## config.mk

```make
export PLATFORM = sky130hd
export DESIGN_NAME = control_sequencer
export DESIGN_NICKNAME = d
export VERILOG_FILES = /design/src/rtl/control_sequencer.sv
export SDC_FILE = /design/constraint.sdc
export NUM_CORES = 1
export LEC_CHECK = 0
export CAP_MARGIN = 20
export CORE_UTILIZATION = 25
export DETAILED_ROUTE_END_ITERATION = 16
export PLACE_DENSITY = 0.76
export SYNTH_ARGS = -nofsm -noshare
export SYNTH_HDL_FRONTEND = slang
export SYNTH_SLANG_ARGS = --single-unit
```

## constraint.sdc

```tcl
create_clock -name clk -period 2 [get_ports clk]
set_clock_uncertainty 0.2 [all_clocks]
set_input_delay 0.2 -clock clk [delete_from_list [all_inputs] [get_ports clk]]
set_output_delay 0.2 -clock clk [all_outputs]
set_load 0.05 [all_outputs]
```

## src/rtl/control_sequencer.sv

```systemverilog
// control_sequencer: hardwired T-state control unit for the Datapath.
// Steps RESET -> T0..T7 -> T0/HALTED, decoding IR[31:27] in T3.
// Outputs are Moore-decoded from the state register (plus IR/CON) and
// wire 1:1 to the same-named Datapath inputs.
// Optional feature macro: CU_MULDIV_EN (decode mul/div and drive HI/LO loads).
// Handshake: none; one datapath micro-step is taken on every rising clk edge.
module control_sequencer #(
    parameter int             OPW    = 5,
    parameter logic [OPW-1:0] ADD_OP = 5'b00011
) (
    input  logic           clk,
    input  logic           clr,
    input  logic [31:0]    IR,
    input  logic           CON,
    input  logic           stop,
    output logic           PC_out,
    output logic           ZLow_out,
    output logic           ZHigh_out,
    output logic           HI_out,
    output logic           LO_out,
    output logic           C_out,
    output logic           In_port_out,
    output logic           MDR_out,
    output logic           MAR_enable,
    output logic           Z_enable,
    output logic           PC_enable,
    output logic           MDR_enable,
    output logic           IR_enable,
    output logic           Y_enable,
    output logic           HI_enable,
    output logic           LO_enable,
    output logic           IncPC,
    output logic           Read,
    output logic           RAM_write_enable,
    output logic           con_in,
    output logic           Gra,
    output logic           Grb,
    output logic           Grc,
    output logic           R_in,
    output logic           R_out,
    output logic           BA_out,
    output logic [OPW-1:0] opcode,
    output logic           run,
    output logic [3:0]     state_dbg
);

    typedef enum logic [3:0] {
        S_RESET  = 4'd0,
        S_T0     = 4'd1,
        S_T1     = 4'd2,
        S_T2     = 4'd3,
        S_T3     = 4'd4,
        S_T4     = 4'd5,
        S_T5     = 4'd6,
        S_T6     = 4'd7,
        S_T7     = 4'd8,
        S_HALTED = 4'd9
    } state_t;

    state_t     state;
    state_t     end_next;
    logic [4:0] op;
    logic       is_alu_reg, is_alu_imm, is_ldi, is_ld, is_st;
    logic       is_br, is_jr, is_halt, is_md, is_exec;
    logic [4:0] imm_alu_op;
    logic       unused_ir_bits;

    assign op             = IR[31:27];
    assign unused_ir_bits = ^IR[26:0];
    assign state_dbg      = state;

    // Instruction class decode from the opcode field
    assign is_alu_reg = (op >= 5'b00011) && (op <= 5'b01011);
    assign is_alu_imm = (op >= 5'b01100) && (op <= 5'b01110);
    assign is_ldi     = (op == 5'b00001);
    assign is_ld      = (op == 5'b00000);
    assign is_st      = (op == 5'b00010);
    assign is_br      = (op == 5'b10011);
    assign is_jr      = (op == 5'b10100);
    assign is_halt    = (op == 5'b11011);
`ifdef CU_MULDIV_EN
    assign is_md      = (op == 5'b01111) || (op == 5'b10000);
`else
    assign is_md      = 1'b0;
`endif
    assign is_exec = is_alu_reg | is_alu_imm | is_ldi | is_ld | is_st
                   | is_br | is_jr | is_md;

    // addi/andi/ori map onto the add/and/or ALU operations
    assign imm_alu_op = (op == 5'b01100) ? 5'b00011 :
                        (op == 5'b01101) ? 5'b01010 : 5'b01011;

    // Where the last step of an instruction goes
    assign end_next = stop ? S_HALTED : S_T0;

    // State register: clr wins from any state, otherwise step the T-states
    always_ff @(posedge clk) begin
        if (clr) begin
            state <= S_RESET;
        end else begin
            case (state)
                S_RESET:  state <= S_T0;
                S_T0:     state <= S_T1;
                S_T1:     state <= S_T2;
                S_T2: begin
                    if (is_halt)       state <= S_HALTED;
                    else if (is_exec)  state <= S_T3;
                    else               state <= end_next;
                end
                S_T3:     state <= is_jr ? end_next : S_T4;
                S_T4:     state <= S_T5;
                S_T5:     state <= (is_ld | is_st | is_br | is_md) ? S_T6 : end_next;
                S_T6:     state <= (is_ld | is_st) ? S_T7 : end_next;
                S_T7:     state <= end_next;
                S_HALTED: state <= S_HALTED;
                default:  state <= S_RESET;
            endcase
        end
    end

    // Control word decode from the current state and instruction class
    always_comb begin
        PC_out = 1'b0; ZLow_out = 1'b0; ZHigh_out = 1'b0; HI_out = 1'b0;
        LO_out = 1'b0; C_out = 1'b0; In_port_out = 1'b0; MDR_out = 1'b0;
        MAR_enable = 1'b0; Z_enable = 1'b0; PC_enable = 1'b0; MDR_enable = 1'b0;
        IR_enable = 1'b0; Y_enable = 1'b0; HI_enable = 1'b0; LO_enable = 1'b0;
        IncPC = 1'b0; Read = 1'b0; RAM_write_enable = 1'b0; con_in = 1'b0;
        Gra = 1'b0; Grb = 1'b0; Grc = 1'b0; R_in = 1'b0; R_out = 1'b0;
        BA_out = 1'b0;
        opcode = '0;
        run = (state != S_HALTED);
        case (state)
            S_T0: begin
                PC_out = 1'b1; MAR_enable = 1'b1; IncPC = 1'b1; PC_enable = 1'b1;
            end
            S_T1: begin
                Read = 1'b1; MDR_enable = 1'b1;
            end
            S_T2: begin
                MDR_out = 1'b1; IR_enable = 1'b1;
            end
            S_T3: begin
                if (is_alu_reg | is_alu_imm) begin
                    Grb = 1'b1; R_out = 1'b1; Y_enable = 1'b1;
                end else if (is_ldi | is_ld | is_st) begin
                    Grb = 1'b1; BA_out = 1'b1; Y_enable = 1'b1;
                end else if (is_br) begin
                    Gra = 1'b1; R_out = 1'b1; con_in = 1'b1;
                end else if (is_jr) begin
                    Gra = 1'b1; R_out = 1'b1; PC_enable = 1'b1;
                end else if (is_md) begin
                    Gra = 1'b1; R_out = 1'b1; Y_enable = 1'b1;
                end
            end
            S_T4: begin
                if (is_alu_reg) begin
                    Grc = 1'b1; R_out = 1'b1; Z_enable = 1'b1; opcode = OPW'(op);
                end else if (is_alu_imm) begin
                    C_out = 1'b1; Z_enable = 1'b1; opcode = OPW'(imm_alu_op);
                end else if (is_ldi | is_ld | is_st) begin
                    C_out = 1'b1; Z_enable = 1'b1; opcode = ADD_OP;
                end else if (is_br) begin
                    PC_out = 1'b1; Y_enable = 1'b1;
                end else if (is_md) begin
                    Grb = 1'b1; R_out = 1'b1; Z_enable = 1'b1; opcode = OPW'(op);
                end
            end
            S_T5: begin
                if (is_alu_reg | is_alu_imm | is_ldi) begin
                    ZLow_out = 1'b1; Gra = 1'b1; R_in = 1'b1;
                end else if (is_ld | is_st) begin
                    ZLow_out = 1'b1; MAR_enable = 1'b1;
                end else if (is_br) begin
                    C_out = 1'b1; Z_enable = 1'b1; opcode = ADD_OP;
                end else if (is_md) begin
                    ZLow_out = 1'b1; LO_enable = 1'b1;
                end
            end
            S_T6: begin
                if (is_ld) begin
                    Read = 1'b1; MDR_enable = 1'b1;
                end else if (is_st) begin
                    // Read stays low so the MDR loads from the bus
                    Gra = 1'b1; R_out = 1'b1; MDR_enable = 1'b1;
                end else if (is_br) begin
                    ZLow_out = 1'b1; PC_enable = CON;
                end else if (is_md) begin
                    ZHigh_out = 1'b1; HI_enable = 1'b1;
                end
            end
            S_T7: begin
                if (is_ld) begin
                    MDR_out = 1'b1; Gra = 1'b1; R_in = 1'b1;
                end else if (is_st) begin
                    RAM_write_enable = 1'b1;
                end
            end
            default: ;
        endcase
    end

endmodule

```

==> qor.csv <==
metric;value;unit
status;finished with violations;
violations;negative setup slack;
grt_max_degree;17;
core;3100;sq um
via_count;1374;
hpwl;2.83;mm
r2r_cells;6;
fin_cells;254;
synth_compound_gate_area_share;29.7;%
wl;4.01;mm
start_util;26.9;%
synth_edf_count;0;
critPathMaxFanout;7;
peakVddDrop;0.000199;V
holdPathStages;2;
start_kind;flop;
port_buffers;37;
antenna_found_initial;0;
path_clk_slew;0.04;ns
die_w;59.7;um
switching_share;46.5;%
holdPathEnd;state_dbg[1];
p_int;0.340;mW
grt_overflow;0;
placed_area;1870;sq um
maxCapViolCount;0;
largest_reg_flops;4;
cts_root_buf;clkbuf_4;
yosys_warnings;0;
dieArea;3570;sq um
slew_viol_final;0;
synth_fa_ha_area_share;0;%
clk_latency;0.23;ns
synth_xor_area_share;1.05;%
synth_top_family_by_area;simple AND/OR/NAND/NOR gates;
avgSynthCellArea;6.17;sq um
gp_congestion;0.876;
fin_area;2060;sq um
p_seq_share;14.4;%
layout_min_cycle_time;2.16;ns
yosysUniqueCellTypes;47;
max_freq;463;MHz
ctsHoldBuffers;0;
pin_count;72;
required;1.60;ns
critPathMaxStageDelay;0.57;ns
ant_nets;0;
p_total;0.636;mW
hp-class;primary input to flop;
setup_viol;11;
synth-simple-area-share;45.2;%
fillers;237;
first_global_vias;1290;
h-tree-depth;1;
finalNetCount;248;
clock-sinks;4;
ys_seq_area_share;9.61;%
firstDrtPassIters;4;
synthCells;135;
numCtsBuffers;3;
drive_above_1_share;60.5;%
drc;0;
wl_per_cell;15.8;um
critPathTopFamily;simple AND/OR/NAND/NOR gates;
hp-start;clr;
synth_mux_area_share;0;%
clkPwrFrac;15.2;%
timing.rr.end;state_dbg[3];
die_h;59.7;um
synthesis.area;833;sq um
combPwrFrac;70.4;%
layout_commonest_cell;buf_4;
track_usage;21.1;%
p_switching;0.295;mW
area_delta_synth_final;147;%
rsz0062_at_grt;true;
r2r_slack;0.09;ns
synth_ff_type;dfxtp_1;
clk_path_buf_depth;2;
critical_path_class;flop to primary output;
r2r-start;state_dbg[1];
grt_pass1_wl;5.80;mm
tns;-0.964;ns
worst_setup_path_end_kind;primary output;
final_cell_mix;buf_4, buf_12, nand2_1, nor2_1, conb_1;
p_per_area;309;nW/um^2
setup_slack;-0.162;ns
antenna_cells;0;
worstPathCellList;or4b_4, nor4_2, a311o_2, buf_12;
async_flop_share;0;%
placementRows;20;
crit_buf_inv;1;
crit_arrival;1.76;ns
dp_cells;241;
period_share;108;%
dr.first_iter.drc_count;63;
tritoncts;done;
viasPerCell;5.41;
worst_path_max_delay_cell;or4b_4;
hold_violations;0;
synth-seq-cells;4;
p_leak;0.858;nW
==> cell families (layout without fill, tap and decap cells) <==
kind of cell	after synthesis	after routing
buffers and inverters	23	92
DFF	4	4
other	1	7
xor gates and xnor gates	1	1
AOI/OAI and AO/OA	37	37
and+or+nand+nor	69	69
==> metal layers <==
metal	global-route usage, %	share of wire [%]
met5	0	0
met4	8.97	2.7
met3	3.03	6.3
met2	36.8	52
met1	25.5	39
==> worst max-delay path by stage <==
stage                 startpoint  slack (ns)  cells past startpoint    end
finish              state_dbg[1]       -0.16                      4  R_out
floorplan           state_dbg[2]       -0.17                      4    Gra
global route        state_dbg[1]       -0.19                      4  R_out
detailed placement        IR[27]       -0.46                      5    Gra
global placement          IR[27]       -0.45                      5    Gra
CTS                 state_dbg[2]       -0.21                      4    Gra
==> power groups by stage <==
stage | clock, mW | sequential (mW) | combinational, mW
after floorplan | 0 | 0.107 | 0.232
after global routing | 0.106 | 0.0925 | 0.466
after detailed placement | 0 | 0.0919 | 0.412
after global placement | 0 | 0.0914 | 0.403
final | 0.0967 | 0.0918 | 0.447
after CTS | 0.101 | 0.0899 | 0.421
==> cell usage after synthesis (all sizes together) (2+ instances only) <==
library cell	number	area (sq um)
o21ai	9	45.0
nand2	14	52.6
or4	2	18.8
or3b	2	17.5
nor3	6	30.0
nand2b	6	37.5
dfxtp	4	80.1
nor4	3	18.8
a21oi	7	35.0
buf	11	71.3
clkbuf	9	33.8
nor4bb	2	20.0
and3	2	12.5
inv	3	11.3
or2	2	12.5
o22a	2	17.5
nor2	16	60.1
or3	2	12.5
o211ai	2	15.0
a211oi	2	15.0
a31oi	3	18.8
and2	2	12.5
nand3	3	15.0
==> through the flow <==
| stage | setup slack, ns | util (%) | hold slack, ns |
|---|---|---|---|
| 6_report | -0.162 | 66.3 | 0.380 |
| 5_1_grt | -0.189 | 66.3 | 0.384 |
| 4_1_cts | -0.208 | 64.2 | 0.358 |
| 3_5_place_dp | -0.465 | 60.4 | 0.426 |
| 3_3_place_gp | -0.447 | 60.4 | 0.416 |
| 2_1_floorplan | -0.172 | - | 0.0630 |
==> timing repair <==
| action | in CTS | in global routing |
|---|---|---|
| hold endpoints to repair | 0 | 0 |
| gates resized for setup | 30 | 11 |
| pin swaps | 10 | 10 |
| setup buffers | 6 | 6 |
| endpoints found under the setup margin | 24 | 27 |
==> layout make-up <==
class,count,area [sq um],share of cell area (%)
repair buffers,86,970,47.1
multi-input cells,114,903,43.9
flip-flops and latches,4,95.1,4.62
well taps,44,55.1,2.68
clock buffers,3,22.5,1.09
inverters,3,11.3,0.547
Power figures use the tool's default switching activity.
==> variant, RTL diff (same settings) <==
Register the output `Read`; this adds one clock of latency there. The other outputs are not delayed to match.
--- a/src/rtl/control_sequencer.sv
+++ b/src/rtl/control_sequencer.sv
@@ -57,6 +57,8 @@
         S_HALTED = 4'd9
     } state_t;
 
+    logic Read_d;
+
     state_t     state;
     state_t     end_next;
     logic [4:0] op;
@@ -124,7 +126,7 @@
         LO_out = 1'b0; C_out = 1'b0; In_port_out = 1'b0; MDR_out = 1'b0;
         MAR_enable = 1'b0; Z_enable = 1'b0; PC_enable = 1'b0; MDR_enable = 1'b0;
         IR_enable = 1'b0; Y_enable = 1'b0; HI_enable = 1'b0; LO_enable = 1'b0;
-        IncPC = 1'b0; Read = 1'b0; RAM_write_enable = 1'b0; con_in = 1'b0;
+        IncPC = 1'b0; Read_d = 1'b0; RAM_write_enable = 1'b0; con_in = 1'b0;
         Gra = 1'b0; Grb = 1'b0; Grc = 1'b0; R_in = 1'b0; R_out = 1'b0;
         BA_out = 1'b0;
         opcode = '0;
@@ -134,7 +136,7 @@
                 PC_out = 1'b1; MAR_enable = 1'b1; IncPC = 1'b1; PC_enable = 1'b1;
             end
             S_T1: begin
-                Read = 1'b1; MDR_enable = 1'b1;
+                Read_d = 1'b1; MDR_enable = 1'b1;
             end
             S_T2: begin
                 MDR_out = 1'b1; IR_enable = 1'b1;
@@ -178,7 +180,7 @@
             end
             S_T6: begin
                 if (is_ld) begin
-                    Read = 1'b1; MDR_enable = 1'b1;
+                    Read_d = 1'b1; MDR_enable = 1'b1;
                 end else if (is_st) begin
                     // Read stays low so the MDR loads from the bus
                     Gra = 1'b1; R_out = 1'b1; MDR_enable = 1'b1;
@@ -199,5 +201,9 @@
         endcase
     end
 
+    always_ff @(posedge clk) begin
+        Read <= Read_d;
+    end
+
 endmodule
 
Check against the original RTL: not equivalent (Yosys sat finds a counterexample within 4 cycles, from zero or initial values).
==> variant against the unedited design <==
The flow still finishes with violations (setup timing). Wire length grew 2.5%. Total power grew 12%. Global-route usage shrank 0.21 points. Cell count shrank 0.79%. Sequential share of layout area grew 0.71 points. Design area grew 2.7%. First-iteration DRC count grew 21%. Synthesized area grew 2.6%. Maximum frequency shrank 8.0%. Sequential cell count grew 1. Die area grew 2.5%. Worst setup slack lost 0.19 ns. Largest cell class unchanged. Highest routed layer unchanged.
==> variant: results (changes against the unedited design) <==
- Status: complete, but fails checks
- Leakage: 0.8609 nW (+0.34%)
- Final WS setup: -0.3497 ns (-0.1881 ns)
- Post-Place Setup Slack: -0.4114 ns (+0.05353 ns)
- Max VDD drop: 0.0001855 V (-6.6%)
- First-pass GRT wire length: 5.830 mm (+0.48%)
- Failing checks: setup timing
- Top cells by area, synth: dfxtp_1 (12%), nor2_1 (7.0%), buf_4 (6.1%)
- DR iter-0 viols: 76 (+21%)
- Via density: 5.536 (+2.3%)
- Placed Area: 1759 µm² (-6.1%)
- Data arrival time of the critical path: 1.95 ns (+0.19 ns)
- Total routed wirelength: 4.110 mm (+2.5%)
- Nets: 245 (-1.2%)
- Fraction of layout instances using a drive strength above 1: 61.06% (+0.58 points)
- Clock Latency Late Sink: 0.26 ns (+0.03 ns)
- Vias in the first global route: 1248 (-3.3%)
- Largest net degree at the start of global routing: 16 (-1)
- Post-DP HPWL: 2.357 mm (-17%)
- Placed cells: 234 (-2.9%)
- Ys Warns: 0 (unchanged)
- RD Place Congestion: 0.9275 (+5.8%)
- Setup TNS: -2.594 ns (-1.630 ns)
- Final setup fails: 16 (+5)
- Routed len/inst: 16.31 µm (+3.4%)
- Sw Share: 46.57% (+0.11 points)
-- variant: final timing paths --
| check | from | end | slack (ns) | cells past startpoint |
|---|---|---|---|---|
| max | state_dbg[3] | R_out | -0.35 | 4 |
| min | clr | state_dbg[1] | 0.33 | 2 |
| max reg2reg | state_dbg[1] | state_dbg[3] | 0.06 | 7 |
| min reg2reg | state_dbg[3] | state_dbg[1] | 0.42 | 2 |
-- variant: per-layer routing --
metal  wire length [µm]  global-route usage, %  up-vias
li1                   -                      -      634
met1               1669                  26.99      653
met2               1979                  35.48       92
met3                341                  4.051       16
met4                121                  5.519        0
met5                  0                      0        -
-- variant: critical path: cells and delay by family (launching register included) --
kind / cells / cell delay (ns)
compound gates: 1 / 0.16
buf+inv: 1 / 0.22
simple gates: 2 / 0.99
flops: 1 / 0.32
-- variant: cell type report --
class	instances	area, µm²
well taps	44	55.05
multi-input cells	112	913.4
fillers	216	1041
flip-flops and latches	5	112.6
repair buffers	85	997.2
clock buffers	4	26.28
inverters	2	7.507
-- variant: kinds of logic (layout without fill, tap and decap cells) --
group	after synthesis	after routing	synth area share [%]
AND/OR/NAND/NOR	67	67	44.66
AO/OA/AOI/OAI	37	37	29.87
other	1	7	0.4388
XOR/XNOR	1	1	1.025
flip-flops	5	5	11.71
buffers and inverters	20	91	12.30
-- variant: power groups by stage --
stage,Combinational [mW],Clock (mW),Sequential (mW)
floorplan,0.210,0,0.140
global placement,0.397,0,0.111
detailed placement,0.400,0,0.112
CTS,0.430,0.127,0.111
global route,0.497,0.135,0.111
finish,0.477,0.125,0.112
-- variant: repair_timing --
| item | 4_1_cts | 5_1_grt |
|---|---|---|
| endpoints found under the setup margin | 20 | 22 |
| hold buffers | 0 | 0 |
| setup buffers | 6 | 8 |
| resized for setup | 43 | 31 |
| pin swaps | 11 | 10 |
| gates cloned | 0 | 0 |
